`src/rtl/pc_ghr_hash.sv`:
```
// Branch-predictor index generator: folded PC, optionally XORed with an incrementally
// folded global history. Keeps speculative and committed history copies.
module pc_ghr_hash #(
   parameter int ADDR_WIDTH = 30,
   parameter int K_WIDTH    = 12,
   parameter int HIST_LEN   = 32,
   parameter int MODE       = 1
) (
   input  logic                  clk,
   input  logic                  rst,
   input  logic                  req_valid,
   input  logic [ADDR_WIDTH-1:0] req_pc,
   output logic                  idx_valid,
   output logic [K_WIDTH-1:0]    idx,
   input  logic                  spec_valid,
   input  logic                  spec_taken,
   input  logic                  cmt_valid,
   input  logic                  cmt_taken,
   input  logic                  flush,
   output logic [HIST_LEN-1:0]   ghr
);

   localparam int NCHUNK = (ADDR_WIDTH + K_WIDTH - 1) / K_WIDTH;
   localparam int PADW   = NCHUNK * K_WIDTH;
   localparam int OUT_SH = HIST_LEN % K_WIDTH;

   logic [HIST_LEN-1:0] spec_ghr, cmt_ghr, cmt_ghr_n;
   logic [K_WIDTH-1:0]  spec_fold, cmt_fold, cmt_fold_n, spec_fold_sh;
   logic [PADW-1:0]     pc_pad;
   logic [K_WIDTH-1:0]  pcf;

   // The bit leaving the history sits at fold position OUT_SH after rotation; cancel it there.
   function automatic logic [K_WIDTH-1:0] shift_fold(input logic [K_WIDTH-1:0] f,
                                                     input logic b, input logic o);
      logic [K_WIDTH-1:0] b_vec, o_vec;
      b_vec = '0;
      b_vec[0] = b;
      o_vec = '0;
      o_vec[OUT_SH] = o;
      return {f[K_WIDTH-2:0], f[K_WIDTH-1]} ^ b_vec ^ o_vec;
   endfunction

   always_comb begin
      pc_pad = '0;
      pc_pad[ADDR_WIDTH-1:0] = req_pc;
      pcf = '0;
      for (int c = 0; c < NCHUNK; c++) begin
         pcf = pcf ^ pc_pad[c*K_WIDTH +: K_WIDTH];
      end
   end

   always_comb begin
      cmt_ghr_n  = cmt_ghr;
      cmt_fold_n = cmt_fold;
      if (cmt_valid) begin
         cmt_ghr_n  = {cmt_ghr[HIST_LEN-2:0], cmt_taken};
         cmt_fold_n = shift_fold(cmt_fold, cmt_taken, cmt_ghr[HIST_LEN-1]);
      end
   end

   assign spec_fold_sh = shift_fold(spec_fold, spec_taken, spec_ghr[HIST_LEN-1]);

   always_ff @(posedge clk) begin
      if (rst) begin
         spec_ghr  <= '0;
         spec_fold <= '0;
         cmt_ghr   <= '0;
         cmt_fold  <= '0;
         idx       <= '0;
         idx_valid <= 1'b0;
      end else begin
         cmt_ghr  <= cmt_ghr_n;
         cmt_fold <= cmt_fold_n;
         // Flush restores from the committed copy including this cycle's retirement.
         if (flush) begin
            spec_ghr  <= cmt_ghr_n;
            spec_fold <= cmt_fold_n;
         end else if (spec_valid) begin
            spec_ghr  <= {spec_ghr[HIST_LEN-2:0], spec_taken};
            spec_fold <= spec_fold_sh;
         end
         idx_valid <= req_valid;
         if (req_valid) begin
            idx <= pcf ^ ((MODE != 0) ? spec_fold : '0);
         end
      end
   end

   assign ghr = spec_ghr;

endmodule

```
`config.mk`:
```
export PLATFORM = sky130hd
export DESIGN_NAME = pc_ghr_hash
export DESIGN_NICKNAME = d
export VERILOG_FILES = /design/src/rtl/pc_ghr_hash.sv
export SDC_FILE = /design/constraint.sdc
export NUM_CORES = 1
export LEC_CHECK = 0
export ABC_CLOCK_PERIOD_IN_PS = 2040
export CAP_MARGIN = 5
export CORE_MARGIN = 1
export CORE_UTILIZATION = 55
export CTS_BUF_LIST = sky130_fd_sc_hd__clkbuf_4 sky130_fd_sc_hd__clkbuf_8
export DETAILED_ROUTE_END_ITERATION = 6
export PLACE_DENSITY_LB_ADDON = 0.25
export SLEW_MARGIN = 10
export SYNTH_ARGS = -nofsm -noshare
export SYNTH_HDL_FRONTEND = slang
export SYNTH_SLANG_ARGS = --single-unit
```
`constraint.sdc`:
```
create_clock -name clk -period 2.04 [get_ports clk]
set_clock_uncertainty 0.15 [all_clocks]
set_input_delay 0.612 -clock clk [delete_from_list [all_inputs] [get_ports clk]]
set_output_delay 0.612 -clock clk [all_outputs]
set_load 0.05 [all_outputs]
```
==> results.md, run 1 <==
- Status: finished, final reports clean
- Post-CTS sizing: 0
- Routed Antenna Nets: 0
- Minimum clock period: 1.73 ns
- Via density: 5.23
- TritonCTS buffer count: 9
- Routability cong.: 0.714
- Max-Cap Viols: 0
- Detailed placer's ending HPWL: 5810 µm
- Crit end category: primary output
- Family with the most delay on the worst path: flip-flops
- Maximum vdd drop: 0.477 mV
- Post-synthesis sequential element count: 101
- # diodes: 0
- WL/cell: 14.6 µm
- Core Area: 7770 µm²
- Fillers: 611
- Number of remaining DRC errors: 0
- Final hold viol count: 0
- Min Hold Slack: 0.337 ns
- Worst setup margin: 0.312 ns
- CTS clk-pin slew, worst paths: 0.09 ns
- Vias: 2,876
- Initial Utilization: 0.573
- Final period util: 0.847
- Slew Viols, Final: 0
- Worst path slowest cell: dfxtp_1
- Port Buf Inserts: 82
- Worst path bufs/invs: 1
- Worst-case clock buffer depth: 2
- Total power: 3880 µW
- Gate Count Post-Synth: 367
- Placement Rows: 32
- Initial antenna violation count: 0
- Final setup vio count: 0
- Mapped Area: 4450 µm²
- Dpl ws: 0.169 ns
- Power Density: 714 nW/µm²
- Largest net degree at the start of global routing: 45
- Worst slew margin: 0.721
- CP Class: flop to primary output
- Num ports: 83
- Static Leak: 0.00223 µW
- Syn Area/Cell: 12.1 µm²
- Least-Margin Pin Slew: 0.419 ns
- Share of layout cells above drive strength 1: 0.268
- All-layer global routing usage: 0.201
- Drt total wl: 8030 µm
- Clock sinks: 101
- Setup Buffers After CTS: 0
- Die area: 8460 µm²
- CTS H-Tree Depth: 3
- # nets final: 481
- Required time of the critical path: 1.28 ns
- Hold Path Class: flop to flop
- Die Y-Extent: 92.0 µm
- CP max stage delay: 0.44 ns
- Startpoint types: flop
- CTS tree: yes
- Distinct cell type count after synthesis: 18
- Worst skew pair latency: 0.36 ns
- Initial DRC Count: 78
- Cell Chain, Critical Path: buf_12
- F_max: 579 MHz
- Sum Neg Setup Slack: 0 ns
- Synth Net Count: 405
- Total grt overflow: 0
- Sequential area share after synthesis: 0.454
- Ys Warns: 0
- RSZ-0062 raised after global routing: false
- CP Data Arrival Time: 0.97 ns
- Vias in the first global route: 2,794
- Hold Buf Count CTS: 0
- Crit path max fanout: 3
- Die X: 92.0 µm
- DRT Pass-1 Iters: 5
- Global-route wire length before repair: 13,400 µm
- Root buffer cell: clkbuf_8
- Area Overhead vs Synth: 22.3%
[final cells by class]
cell class,instances,area (µm²),area share
clock buffer,11,145,0.0267
clock inverter,5,82.6,0.0152
inverter,1,3.75,0.000689
multi-input combinational,237,2140,0.393
sequential,101,2020,0.371
tap,102,128,0.0234
timing repair buffer,93,921,0.169
[through the flow]
stage	utilization	cell area (µm²)	std cells
CTS	0.701	5440	550
global placement	0.672	5220	534
global route	0.701	5440	550
detailed placement	0.672	5220	534
floorplan	-	4450	367
finish	0.701	5440	550
[logic make-up (layout without fill, tap and decap cells)]
kind of cell	Yosys count	in the layout	share of synthesized area
flip-flops	101	101	0.454
multiplexers	88	88	0.198
AND/OR/NAND/NOR	59	59	0.0562
AO/OA/AOI/OAI	56	56	0.160
XOR/XNOR	34	34	0.0669
buffers and inverters	29	110	0.0644
[final timing paths]
path                                   start           end  slack, ns  cells past startpoint
worst max-delay path                 ghr[31]       ghr[31]       0.31                      1
worst min-delay path                  idx[8]        idx[8]       0.34                      2
worst max register to register  cmt_fold[11]  spec_fold[0]       0.93                      3
worst min register to register        idx[8]        idx[8]       0.34                      2
[worst reg2reg max path, cell delays in order (launching register included)]
cell and delay, ns:
dfxtp_1 0.35, xor2_1 0.15, mux2i_1 0.22, o22ai_1 0.13
[Yosys cell counts, drive strengths merged]
| library cell | n | share of area |
|---|---|---|
| o2bb2ai | 42 | 0.14 |
| clkbuf | 2 | 0.0017 |
| inv | 1 | 0.00084 |
| dfxtp | 101 | 0.45 |
| o22ai | 8 | 0.011 |
| or2 | 1 | 0.0014 |
| buf | 26 | 0.062 |
| xor2 | 10 | 0.020 |
| or2b | 1 | 0.0017 |
| xnor2 | 24 | 0.047 |
| nand2b | 7 | 0.0098 |
| nor2 | 50 | 0.043 |
| mux2i | 88 | 0.20 |
| a211oi | 6 | 0.010 |
[where the power goes]
group | leakage, µW | internal, µW | switching (µW) | total [µW]
registers | 0.000817 | 2000 | 18.5 | 2020
logic | 0.00129 | 204 | 265 | 468
clock network | 0.000117 | 743 | 653 | 1400
[cells in the final DEF (no fill, tap or decap), types with 8 or more instances in the layout]
master	Yosys	final
xnor2_1	24	24
clkdlybuf4s50_1	0	33
o22ai_1	8	8
mux2i_1	88	88
dfxtp_1	101	101
buf_4	0	44
o2bb2ai_2	40	40
clkbuf_8	0	10
xor2_1	10	10
buf_12	8	12
nor2_1	48	48
[routing by layer]
layer | vias up | wire (µm) | GRT usage
met4 | 0 | 95 | 0.0651
li1 | 1449 | - | -
met2 | 61 | 3900 | 0.345
met3 | 11 | 464 | 0.0556
met1 | 1355 | 3570 | 0.241
met5 | - | 0 | 0
[flip-flops by register name (all words and copies together), names as in the netlist]
register,flops
idx_valid,1
idx,12
spec_fold,12
cmt_ghr,32
cmt_fold,12
ghr,32
Power figures use the tool's default switching activity.
==> run 2: changes to the inputs <==
--- a/config.mk
+++ b/config.mk
@@ -5,10 +5,10 @@
 export SDC_FILE = /design/constraint.sdc
 export NUM_CORES = 1
 export LEC_CHECK = 0
-export ABC_CLOCK_PERIOD_IN_PS = 2040
+export ABC_CLOCK_PERIOD_IN_PS = 1800
 export CAP_MARGIN = 5
 export CORE_MARGIN = 1
-export CORE_UTILIZATION = 55
+export CORE_UTILIZATION = 54
 export CTS_BUF_LIST = sky130_fd_sc_hd__clkbuf_4 sky130_fd_sc_hd__clkbuf_8
 export DETAILED_ROUTE_END_ITERATION = 6
 export PLACE_DENSITY_LB_ADDON = 0.25
==> constraint.sdc (replaced) <==
create_clock -name clk -period 1.8 [get_ports clk]
set_clock_uncertainty 0.15 [all_clocks]
set_input_delay 0.54 -clock clk [delete_from_list [all_inputs] [get_ports clk]]
set_output_delay 0.54 -clock clk [all_outputs]
set_load 0.05 [all_outputs]
==> results.md, run 2 (synthesized netlist as in run 1, its figures left out) <==
- Initial antenna violation count: 0 (unchanged)
- Total grt overflow: 0 (unchanged)
- Placement Rows: 32 (unchanged)
- CP Data Arrival Time: 0.97 ns (about the same)
- Hold Startpoint: idx[2] (was idx[8])
- RSZ-0062 raised after global routing: false (unchanged)
- Worst slew margin: 0.668 (was 0.721)
- CP Class: flop to primary output (unchanged)
- Minimum clock period: 1.66 ns
- Maximum vdd drop: 0.503 mV (was 0.477 mV)
- Clock sinks: 101 (unchanged)
- Power Density: 744 nW/µm² (was 714 nW/µm²)
- Final period util: 0.925
- Detailed placer's ending HPWL: 5960 µm (was 5810 µm)
- Total power: 4370 µW (was 3880 µW)
- Vias: 2,937 (was 2,876)
- Routability cong.: 0.695 (was 0.714)
- Initial Utilization: 0.567 (was 0.573)
- Cell Chain, Critical Path: buf_12 (unchanged)
- TritonCTS buffer count: 9 (unchanged)
- RR Startpoint: spec_fold[1] (was cmt_fold[11])
- Die Y-Extent: 92.8 µm (was 92.0 µm)
- Area Overhead vs Synth: 32.1% (was 22.3%)
- Vias in the first global route: 2,905 (was 2,794)
- FF/Latch Area: 2020 µm² (unchanged)
- Crit path max fanout: 3 (unchanged)
- # diodes: 0 (unchanged)
- Port Buf Inserts: 82 (unchanged)
- Startpoint types: flop (unchanged)
- Family with the most delay on the worst path: flip-flops (unchanged)
- F_max: 601 MHz
- Worst skew pair latency: 0.36 ns (about the same)
- R2r setup slk: 0.66 ns (was 0.93 ns)
- Hold Path Class: flop to flop (unchanged)
- Root buffer cell: clkbuf_8 (unchanged)
- CTS clk-pin slew, worst paths: 0.09 ns (about the same)
- Routed Antenna Nets: 0 (unchanged)
- Post-CTS sizing: 0 (unchanged)
- Status: finished, final reports clean (unchanged)
- Area taken by multi-input logic gates: 2140 µm² (unchanged)
- Num ports: 83 (unchanged)
- Slew Viols, Final: 0 (unchanged)
- Required time of the critical path: 1.11 ns (was 1.28 ns)
- Worst path bufs/invs: 1 (unchanged)
- Worst-case clock buffer depth: 2 (unchanged)
- Least-Margin Pin Slew: 0.498 ns (was 0.419 ns)
- Fillers: 537 (was 611)
- All-layer global routing usage: 0.201 (about the same)
- CP max stage delay: 0.45 ns (was 0.44 ns)
- Final setup vio count: 0 (unchanged)
- Worst path slowest cell: dfxtp_1 (unchanged)
- WL/cell: 15.2 µm (was 14.6 µm)
- Most frequent cells in the layout: dfxtp_1 (101), mux2i_1 (88), nor2_1 (48), buf_12 (48), o2bb2ai_2 (40) (was dfxtp_1 (101), mux2i_1 (88), nor2_1 (48))
- Via density: 5.33 (was 5.23)
- Largest net degree at the start of global routing: 38 (was 45)
- Core Util, Final: 0.749 (was 0.701)
- Hold Buf Count CTS: 0 (unchanged)
- Initial DRC Count: 83 (was 78)
- CTS H-Tree Depth: 3 (unchanged)
- Share of layout cells above drive strength 1: 0.269 (was 0.268)
- Most common cell after layout, fill and taps aside: dfxtp_1 (unchanged)
- Drt total wl: 8390 µm (was 8030 µm)
- Number of remaining DRC errors: 0 (unchanged)
- CTS tree: yes (unchanged)
- Max-Cap Viols: 0 (unchanged)
- Core Area: 7850 µm² (was 7770 µm²)
- Die X: 92.8 µm (was 92.0 µm)
- # nets final: 482 (was 481)
- Crit end category: primary output (unchanged)
- Die area: 8610 µm² (was 8460 µm²)
- Final hold viol count: 0 (unchanged)
- Crit path from: ghr[31] (unchanged)
- DRT Pass-1 Iters: 4 (was 5)
- Static Leak: 0.00233 µW (was 0.00223 µW)
- Global-route wire length before repair: 13,800 µm (was 13,400 µm)
- Setup Buffers After CTS: 0 (unchanged)
run 2: cell count changes in the layout (fill, tap and decap cells not counted), sizes merged:
cell      previous run  this run
buf                 60        61
bufinv               2         1
clkinv               2         3
clkinvlp             0         1
inv                  2         1
run 2: power breakdown:
group	switching (µW)	total, µW	internal (µW)
Combinational	305	605	299
Clock	764	1460	699
Sequential	35.1	2300	2270
Total	1100	4370	3270
run 2: metrics by stage:
stage | setup slack [ns] | setup TNS [ns] | hold WS (ns) | cells | area (µm²)
5_1_grt | 0.0997 | 0 | 0.401 | 551 | 5880
6_report | 0.135 | 0 | 0.375 | 551 | 5880
3_5_place_dp | -0.0464 | -0.0513 | 0.362 | 535 | 5670
3_3_place_gp | 0.0591 | 0 | 0.352 | 535 | 5670
4_1_cts | 0.116 | 0 | 0.375 | 551 | 5880
2_1_floorplan | 0.323 | 0 | 0.331 | 367 | 4450
run 2: routing by layer:
layer	vias up	track usage	share of wire	wire, µm
li1	1457	-	-	-
met1	1420	0.245	0.44	3730
met2	51	0.347	0.50	4220
met3	9	0.0550	0.042	355
met4	0	0.0538	0.010	87
met5	-	0	0	0
run 2: path summary, 6_finish.rpt:
kind | endpoint | cells past startpoint
hold / removal | idx[2] | 2
hold reg to reg | idx[2] | 2
setup / recovery | ghr[31] | 1
setup reg to reg | idx[1] | 3
run 2: worst register-to-register path, stage by stage (launching register included):
cell,delay (ns)
dfxtp_1,0.34
xnor2_1,0.22
xnor2_1,0.09
a211oi_1,0.25
run 2: area by class of cell:
cell class | count | area share
Sequential cell | 101 | 0.344
Inverter | 1 | 0.000638
Multi-Input combinational cell | 237 | 0.364
Clock buffer | 11 | 0.0247
Timing Repair Buffer | 94 | 0.235
Tap cell | 102 | 0.0217
Clock inverter | 5 | 0.0102
